### src/rtl/dest_reg_scoreboard_pkg.sv
// Shared constants and types for the destination-register scoreboard (package sb_pkg).
package sb_pkg;
   localparam int ADDR_W   = 5;
   localparam int NUM_REGS = 32;
   localparam int CNT_W    = 2;
   localparam logic [CNT_W-1:0] CNT_MAX = '1;

   typedef logic [ADDR_W-1:0] reg_addr_t;

   localparam reg_addr_t REG_ZERO = '0;
endpackage

### src/rtl/dest_reg_scoreboard_counter.sv
// Per-register pending-write counter: saturating up/down, simultaneous inc+dec holds.
module sb_counter
   import sb_pkg::*;
(
   input  logic clk,
   input  logic reset,
   input  logic inc,
   input  logic dec,
   output logic nonzero,
   output logic at_max,
   output logic is_one,
   output logic underflow
);
   logic [CNT_W-1:0] cnt_q, cnt_d;

   always_comb begin
      cnt_d = cnt_q;
      if (inc && !dec) begin
         if (cnt_q != CNT_MAX) cnt_d = cnt_q + 1'b1;
      end else if (dec && !inc) begin
         if (cnt_q != '0) cnt_d = cnt_q - 1'b1;
      end
   end

   always_ff @(posedge clk) begin
      if (reset) cnt_q <= '0;
      else       cnt_q <= cnt_d;
   end

   // A writeback with nothing pending is an error even if an issue lands the same cycle.
   assign underflow = dec && (cnt_q == '0);
   assign nonzero   = (cnt_q != '0);
   assign at_max    = (cnt_q == CNT_MAX);
   assign is_one    = (cnt_q == CNT_W'(1));
endmodule

### src/rtl/dest_reg_scoreboard.sv
// Destination-register scoreboard: RAW/saturation stall, per-register pending counters, sticky underflow.
// Optional macro SB_WB_BYPASS_EN lets a same-cycle final writeback clear a source hazard.
module dest_reg_scoreboard
   import sb_pkg::*;
(
   input  logic                clk,
   input  logic                reset,
   input  logic                issue_valid,
   output logic                issue_ready,
   input  logic                issue_we,
   input  logic [ADDR_W-1:0]   issue_dst,
   input  logic [ADDR_W-1:0]   issue_rs,
   input  logic [ADDR_W-1:0]   issue_rt,
   input  logic                issue_use_rs,
   input  logic                issue_use_rt,
   input  logic                wb_valid,
   input  logic [ADDR_W-1:0]   wb_dst,
   output logic [NUM_REGS-1:0] busy_vec,
   output logic                raw_stall,
   output logic                sat_stall,
   output logic                err_underflow
);
   logic [NUM_REGS-1:0] nz, at_max, is_one, uf;
   logic accept, rs_busy, rt_busy, wb_to_dst;
   logic err_q, err_d;

   assign nz[0]     = 1'b0;
   assign at_max[0] = 1'b0;
   assign is_one[0] = 1'b0;
   assign uf[0]     = 1'b0;

   genvar gi;
   generate
      for (gi = 1; gi < NUM_REGS; gi++) begin : g_cnt
         logic inc, dec;
         assign inc = accept && issue_we && (issue_dst == reg_addr_t'(gi));
         assign dec = wb_valid && (wb_dst == reg_addr_t'(gi));
         sb_counter u_cnt (
            .clk       (clk),
            .reset     (reset),
            .inc       (inc),
            .dec       (dec),
            .nonzero   (nz[gi]),
            .at_max    (at_max[gi]),
            .is_one    (is_one[gi]),
            .underflow (uf[gi])
         );
      end
   endgenerate

   always_comb begin
`ifdef SB_WB_BYPASS_EN
      rs_busy = nz[issue_rs] && !(is_one[issue_rs] && wb_valid && (wb_dst == issue_rs));
      rt_busy = nz[issue_rt] && !(is_one[issue_rt] && wb_valid && (wb_dst == issue_rt));
`else
      rs_busy = nz[issue_rs];
      rt_busy = nz[issue_rt];
`endif
   end

   assign wb_to_dst = wb_valid && (wb_dst == issue_dst);

   assign raw_stall = !reset && issue_valid &&
                      ((issue_use_rs && (issue_rs != REG_ZERO) && rs_busy) ||
                       (issue_use_rt && (issue_rt != REG_ZERO) && rt_busy));
   assign sat_stall = !reset && issue_valid && issue_we && (issue_dst != REG_ZERO) &&
                      at_max[issue_dst] && !wb_to_dst;
   assign issue_ready = !reset && !raw_stall && !sat_stall;
   assign accept      = issue_valid && issue_ready;

   assign err_d = err_q || (|uf);

   always_ff @(posedge clk) begin
      if (reset) err_q <= 1'b0;
      else       err_q <= err_d;
   end

   assign err_underflow = err_q;
   assign busy_vec      = nz;
endmodule

### config.mk
export PLATFORM = sky130hd
export DESIGN_NAME = dest_reg_scoreboard
export DESIGN_NICKNAME = d
export VERILOG_FILES = /design/src/rtl/dest_reg_scoreboard_pkg.sv /design/src/rtl/dest_reg_scoreboard_counter.sv /design/src/rtl/dest_reg_scoreboard.sv
export SDC_FILE = /design/constraint.sdc
export NUM_CORES = 1
export LEC_CHECK = 0
export CAP_MARGIN = 20
export CORE_MARGIN = 10
export CORE_UTILIZATION = 50
export DETAILED_ROUTE_END_ITERATION = 7
export GPL_TIMING_DRIVEN = 1
export PLACE_DENSITY_LB_ADDON = 0.25
export SLEW_MARGIN = 10
export SYNTH_ARGS = -nofsm -noshare
export SYNTH_HDL_FRONTEND = slang
export SYNTH_SLANG_ARGS = --single-unit
### constraint.sdc
create_clock -name clk -period 4 [get_ports clk]
set_input_delay 0.8 -clock clk [delete_from_list [all_inputs] [get_ports clk]]
set_output_delay 0.8 -clock clk [all_outputs]
set_load 0.02 [all_outputs]
==> flow_summary.yaml, run 1 <==
routing:
  route.met3.wl_um: 1870
  wl_met1_um: 8080
  routed_wl_um: 19700
  drtPass1Iterations: 6
  drtIter0Drc: 838
  route.met2.wl_um: 8930
  vias: 6058
  final_antenna_net_count: 0
  routed.top_layer: "met4"
  avgViaCountPerCell: 6.22
  drcViolationCount: 0
  wire_per_inst_um: 20.2
global_routing:
  antenna_found_initial: 0
  grt-ovfl-total: 0
  grt_pass1_vias: 5854
  grt_first_pass_wirelength_um: 31000
  grt_usage_pct: 24.6
  grt_max_degree: 66
power_and_ir_drop:
  leakage_nw: 2.38
  vdd_drop_max_v: 0.000165
  finalPower_w: 0.00149
  powerDensity_mw_per_mm2: 232
placed_design:
  portBuffers: 61
  hpwl_um: 15300
  place.gp.congestion: 1.02
  placed_cells: 957
floorplanning:
  io_pins: 63
  die_area_mm2: 0.0155
  core_area_mm2: 0.0107
  rows: 38
  die_h_um: 124
  initial_utilization_pct: 50.7
  die-width_um: 124
final_layout:
  instances_no_fill: 974
  synthToLayoutAreaGrowth_pct: 18.1
  regArea_mm2: 0.00126
  multiInputGateArea_mm2: 0.00365
  nNetsFinal: 887
  layout-drive-gt1-share_pct: 11.5
  final.fill_count: 1056
  post-route-util_pct: 59.9
  diodes: 0
logic_synthesis:
  synth_most_common_cell: "nor2_1"
  synthCells: 771
  syn-num-nets: 829
  ys_warn_count: 0
  ys.flop_type: "dfxtp_1"
  synthAdderAreaFrac_pct: 7.12
  yosysTopAreaCell: "dfxtp_1"
  synth_top_family_by_area: "simple AND/OR/NAND/NOR gates"
  syn_area_mm2: 0.00545
  synth_cell_types: 46
  syn_area_per_cell_um2: 7.07
  synth_area_leaders: "dfxtp_1 (23%), a21oi_1 (8.1%), ha_1 (7.1%)"
  synthTopCellsByCount: "nor2_1 (95), a21oi_1 (88), o21ai_0 (67)"
  synth_mux_area_share_pct: 4.55
  synth-compound-area-share_pct: 24.6
  synth_enable_flop_cells: 0
  synth-simple-area-share_pct: 29.5
  async_reset_ff_share_pct: 0
  synth-seq-area-share_pct: 23.2
  synth_xor_xnor_area_share_pct: 0.804
  synth_top_area_share_pct: 23.2
  ys_ff_latch: 63
sta:
  period_minus_slack_ns: 3.93
  fin_skew_ns: 0.0118
  maxSlewViolCount: 0
  rsz0062_at_grt: "false"
  min_period_over_period_pct: 98.3
  worst_pin_slew_ns: 0.983
  slew_headroom_pct: 34.0
  hold_viol: 0
  setup_viol: 0
  fmax_ghz: 0.254
clocking:
  root_buffer: "clkbuf_8"
  cts_tree: "done"
  clkLatencyLatePin_ns: 0.39
  cts_buffers: 9
  cts_sinks: 63
  max-clock-path-buffers: 2
  htree_num_levels: 3
  clk_pin_slew_ns: 0.07
setup_path:
  endpoint_kind: "flop"
  critPathKind: "in -> reg"
  worst_ep_arrival_time_ns: 4.18
  reg2reg_depth: 12
  start_kind: "primary input"
  crit_fanout: 31
  cp.required_ns: 4.25
flow_run:
  drv_cap: 0
status:
  status: "finished clean"
hold_path:
  whs_path_depth: 2
  hold_path.class: "reg -> reg"
## stage by stage
step                area (um2)  setup slack (ns)  TNS, ns  hold slack, ns
finish                    6430            0.0696        0           0.525
floorplan                 5450             0.459        0           0.476
CTS                       6410           0.00762        0           0.520
global placement          6190            -0.358    -9.92           0.491
global route              6430           0.00563        0           0.563
detailed placement        6190            -0.328   -12.70           0.510
## timing repair
item                       4_1_cts  5_1_grt
resized for setup                8        6
setup buffers                    1        0
setup endpoints to repair        3        4
hold buffers                     0        0
pin swaps                        1        0
## flip-flops by register name (all words and copies together) (netlist names)
signal	flops
err_underflow	1
g_cnt.u_cnt.cnt_q	62
## per-layer routing
metal  global-route usage, %  vias up
li1                        -     2859
met1                    29.7     2790
met2                    38.5      331
met3                    7.32       78
met4                    12.7        0
met5                       0        -
## worst max-delay path, stage by stage
cell and delay (ns):
clkdlybuf4s50_1 0.44, or4_1 0.52, o211a_1 0.23, nand3b_1 0.08, a211oi_1 0.04, a21oi_1 0.13
or3b_4 0.43, buf_4 0.27, nor4_1 0.50, ha_1 0.36, a21o_1 0.17, a21oi_1 0.14
nor2_1 0.05
## cells in the final DEF (no fill, tap or decap), types with 3 or more instances in the layout
| cell | count |
|---|---|
| nor4_1 | 30 |
| or2_2 | 5 |
| clkdlybuf4s50_1 | 54 |
| nor4_2 | 6 |
| dlygate4sd2_1 | 4 |
| nand2b_1 | 25 |
| inv_1 | 38 |
| o21ai_0 | 67 |
| buf_4 | 51 |
| ha_1 | 31 |
| a2111oi_0 | 3 |
| a21o_1 | 23 |
| nor2b_1 | 31 |
| clkbuf_8 | 11 |
| o211ai_1 | 3 |
| nand2_1 | 64 |
| a31oi_1 | 6 |
| a211oi_1 | 11 |
| nand3_1 | 21 |
| o2111ai_1 | 7 |
| a21oi_1 | 88 |
| dfxtp_1 | 63 |
| nor2_1 | 95 |
| o22ai_1 | 9 |
| xor2_1 | 4 |
| o41ai_1 | 4 |
| mux4_2 | 11 |
| nor3_1 | 35 |
## final timing paths
check	start	slack (ns)	to
worst max register to register	g_cnt[23].u_cnt.cnt_q[1]$_SDFFE_PP0P_	0.31	g_cnt[16].u_cnt.cnt_q[0]$_SDFFE_PP0P_
worst max-delay path	issue_rt[4]	0.07	g_cnt[16].u_cnt.cnt_q[0]$_SDFFE_PP0P_
worst min-delay path	g_cnt[26].u_cnt.cnt_q[0]$_SDFFE_PP0P_	0.52	g_cnt[26].u_cnt.cnt_q[1]$_SDFFE_PP0P_
worst min register to register	g_cnt[26].u_cnt.cnt_q[0]$_SDFFE_PP0P_	0.52	g_cnt[26].u_cnt.cnt_q[1]$_SDFFE_PP0P_
## layout make-up
| cell class | instances | share of cell area, % |
|---|---|---|
| Clock buffer | 11 | 2.35 |
| Inverter | 39 | 2.28 |
| Multi-Input combinational cell | 604 | 56.8 |
| Timing Repair Buffer | 112 | 15.3 |
| Clock inverter | 5 | 0.992 |
| Sequential cell | 63 | 19.6 |
| Tap cell | 140 | 2.72 |
## cells by family (layout without fill, tap and decap cells)
group / after synthesis / count (layout)
other: 1 / 1
AO/OA/AOI/OAI: 229 / 229
flip-flops: 63 / 63
buffers and inverters: 104 / 167
AND/OR/NAND/NOR: 327 / 327
multiplexers: 11 / 11
adder cells (fa/ha/maj): 31 / 31
XOR/XNOR: 5 / 5
## power breakdown
part / total (W) / internal, W / switching (W)
registers: 0.000629 / 0.000628 / 0.000000979
clock network: 0.000622 / 0.000327 / 0.000295
logic: 0.000239 / 0.0000970 / 0.000142
Note: power is estimated with default switching activity, not from simulation.
==> run 2: changes to the inputs <==
--- a/config.mk
+++ b/config.mk
@@ -15,3 +15,4 @@
 export SYNTH_ARGS = -nofsm -noshare
 export SYNTH_HDL_FRONTEND = slang
 export SYNTH_SLANG_ARGS = --single-unit
+export TNS_END_PERCENT = 5
==> results of run 2 <==
Same layout as run 1: the final DEF is identical, and so are final timing and power.
==> run 3: changes to the inputs <==
--- a/config.mk
+++ b/config.mk
@@ -6,6 +6,7 @@
 export NUM_CORES = 1
 export LEC_CHECK = 0
 export CAP_MARGIN = 20
+export CORE_ASPECT_RATIO = 0.9
 export CORE_MARGIN = 10
 export CORE_UTILIZATION = 50
 export DETAILED_ROUTE_END_ITERATION = 7
==> run 3 against run 2 <==
Effect of this change: the run now ends with setup timing left; die area barely moved; non-clock buffer count up 8; maximum frequency fell by 2.2%.
==> flow_summary.yaml, run 3 (same netlist as run 1, synthesis figures left out) <==
final_layout:
  multiInputGateArea_mm2: 0.00371
  nNetsFinal: 895
  final_common_cell: "nor2_1"
  most-common-layout-cells: "nor2_1 (95), a21oi_1 (88), o21ai_0 (66)"
  post-route-util_pct: 61.9
  diodes: 0
  final.fill_count: 989
  largest_reg_flops: 62
  regArea_mm2: 0.00126
  regMostFlops: "g_cnt.u_cnt.cnt_q"
  synthToLayoutAreaGrowth_pct: 21.8
  layout-drive-gt1-share_pct: 13.0
power_and_ir_drop:
  vdd_drop_max_v: 0.000332
  powerDensity_mw_per_mm2: 252
  leakage_nw: 2.46
setup_path:
  crit_fanout: 4
  reg2reg_from: "g_cnt[14].u_cnt.cnt_q[0]$_SDFFE_PP0P_"
  cp.required_ns: 3.20
  r2r-end: "g_cnt[28].u_cnt.cnt_q[0]$_SDFFE_PP0P_"
  reg2reg_slack_ns: 0.45
  reg2reg_depth: 13
  start_kind: "primary input"
  critPathKind: "in -> out"
  endpoint_kind: "primary output"
  worst_ep_arrival_time_ns: 3.22
global_routing:
  grt_usage_pct: 24.9
  grt_pass1_vias: 5838
  grt_max_degree: 66
  antenna_found_initial: 0
  grt_first_pass_wirelength_um: 30500
  grt-ovfl-total: 0
hold_path:
  hold_start: "g_cnt[4].u_cnt.cnt_q[0]$_SDFFE_PP0P_"
  hold_path.class: "reg -> reg"
  whs_path_depth: 2
  min_to: "g_cnt[4].u_cnt.cnt_q[1]$_SDFFE_PP0P_"
floorplanning:
  initial_utilization_pct: 50.8
  rows: 36
  die_area_mm2: 0.0155
  die-width_um: 130
  io_pins: 63
  core_area_mm2: 0.0107
  die_h_um: 119
routing:
  vias: 6125
  route.met3.wl_um: 2260
  drtPass1Iterations: 5
  drtIter0Drc: 664
  drcViolationCount: 0
  route.met2.wl_um: 8740
  routed.top_layer: "met4"
  wl_met1_um: 8410
  final_antenna_net_count: 0
  routed_wl_um: 20000
  avgViaCountPerCell: 6.29
  wire_per_inst_um: 20.5
clocking:
  cts_hold_buf: 0
  clk_pin_slew_ns: 0.05
  cts_buffers: 9
  max-clock-path-buffers: 2
  root_buffer: "clkbuf_16"
  cts_sinks: 63
  clkLatencyLatePin_ns: 0.35
  htree_num_levels: 3
  postCtsSetupBuffers: 0
  cts_tree: "done"
sta:
  rsz0062_at_grt: "true"
  slew_headroom_pct: 45.7
  maxSlewViolCount: 0
  fin_skew_ns: 0.0103
  min_period_over_period_pct: 101
  fin_ws_ns: -0.0207
  worst_pin_slew_ns: 0.812
  hold_viol: 0
  fmax_ghz: 0.249
  setup_viol: 2
  fin_hold_ws_ns: 0.521
  period_minus_slack_ns: 4.02
  finalSetupTns_ns: -0.0241
flow_run:
  drv_cap: 0
placed_design:
  portBuffers: 61
  place.gp.congestion: 1.02
  place_ws_ns: -0.368
  hpwl_um: 14900
status:
  status: "finished, violations left"
  violations: "setup timing"
run 3: changes by cell type in the layout (fill, tap and decap cells not counted), sizes merged:
| cell | delta |
|---|---|
| buf | +6 |
| dlygate4sd2 | -4 |
| dlymetal6s2s | -1 |
| clkdlybuf4s15 | +1 |
| clkdlybuf4s50 | +3 |
| clkbuf | +2 |
| inv | -2 |
| clkinv | +1 |
run 3: metrics by stage:
stage	total power, W	area (um2)	cells
after floorplan	0.000770	5450	771
after global placement	0.000876	6250	957
after detailed placement	0.000878	6250	957
after CTS	0.00165	6540	971
after global routing	0.00173	6630	973
final	0.00167	6630	973
run 3: layout make-up:
| class | instances | share of cell area [%] |
|---|---|---|
| flip-flops and latches | 63 | 19.0 |
| well taps | 133 | 2.51 |
| clock buffers | 10 | 3.60 |
| repair buffers | 120 | 16.0 |
| clock inverters | 4 | 0.717 |
| multi-input cells | 604 | 55.9 |
| inverters | 39 | 2.21 |
run 3: repair_timing:
action	4_1_cts	5_1_grt
resized for setup	10	18
endpoints found under the setup margin	3	64
gates cloned	0	2
pin swaps	0	2
run 3: layer usage:
metal  global-route usage (%)  vias up
li1                         -     2867
met1                     32.0     2872
met2                     39.0      333
met3                     8.34       53
met4                     6.25        0
met5                        0        -
run 3: worst max path at each step:
stage                        to          from  depth (start not counted)
global route        issue_ready  issue_dst[1]                         11
floorplan           issue_ready   issue_rt[0]                         10
global placement    issue_ready   issue_rt[4]                         10
detailed placement    sat_stall  issue_dst[0]                         11
finish                sat_stall  issue_dst[0]                         11
CTS                   raw_stall   issue_rs[2]                          8
run 3: worst max-delay path, stage by stage:
cell,delay [ns]
clkdlybuf4s50_1,0.43
buf_4,0.17
nand2_1,0.10
buf_4,0.15
a21oi_1,0.07
o41ai_2,0.42
buf_4,0.17
and3_1,0.15
o21ai_1,0.08
a211oi_1,0.35
clkdlybuf4s15_2,0.34
run 3: power by group:
group,internal (W),switching (W)
clock,0.000490,0.000298
sequential,0.000629,0.00000152
combinational,0.000103,0.000151
total,0.00122,0.000451
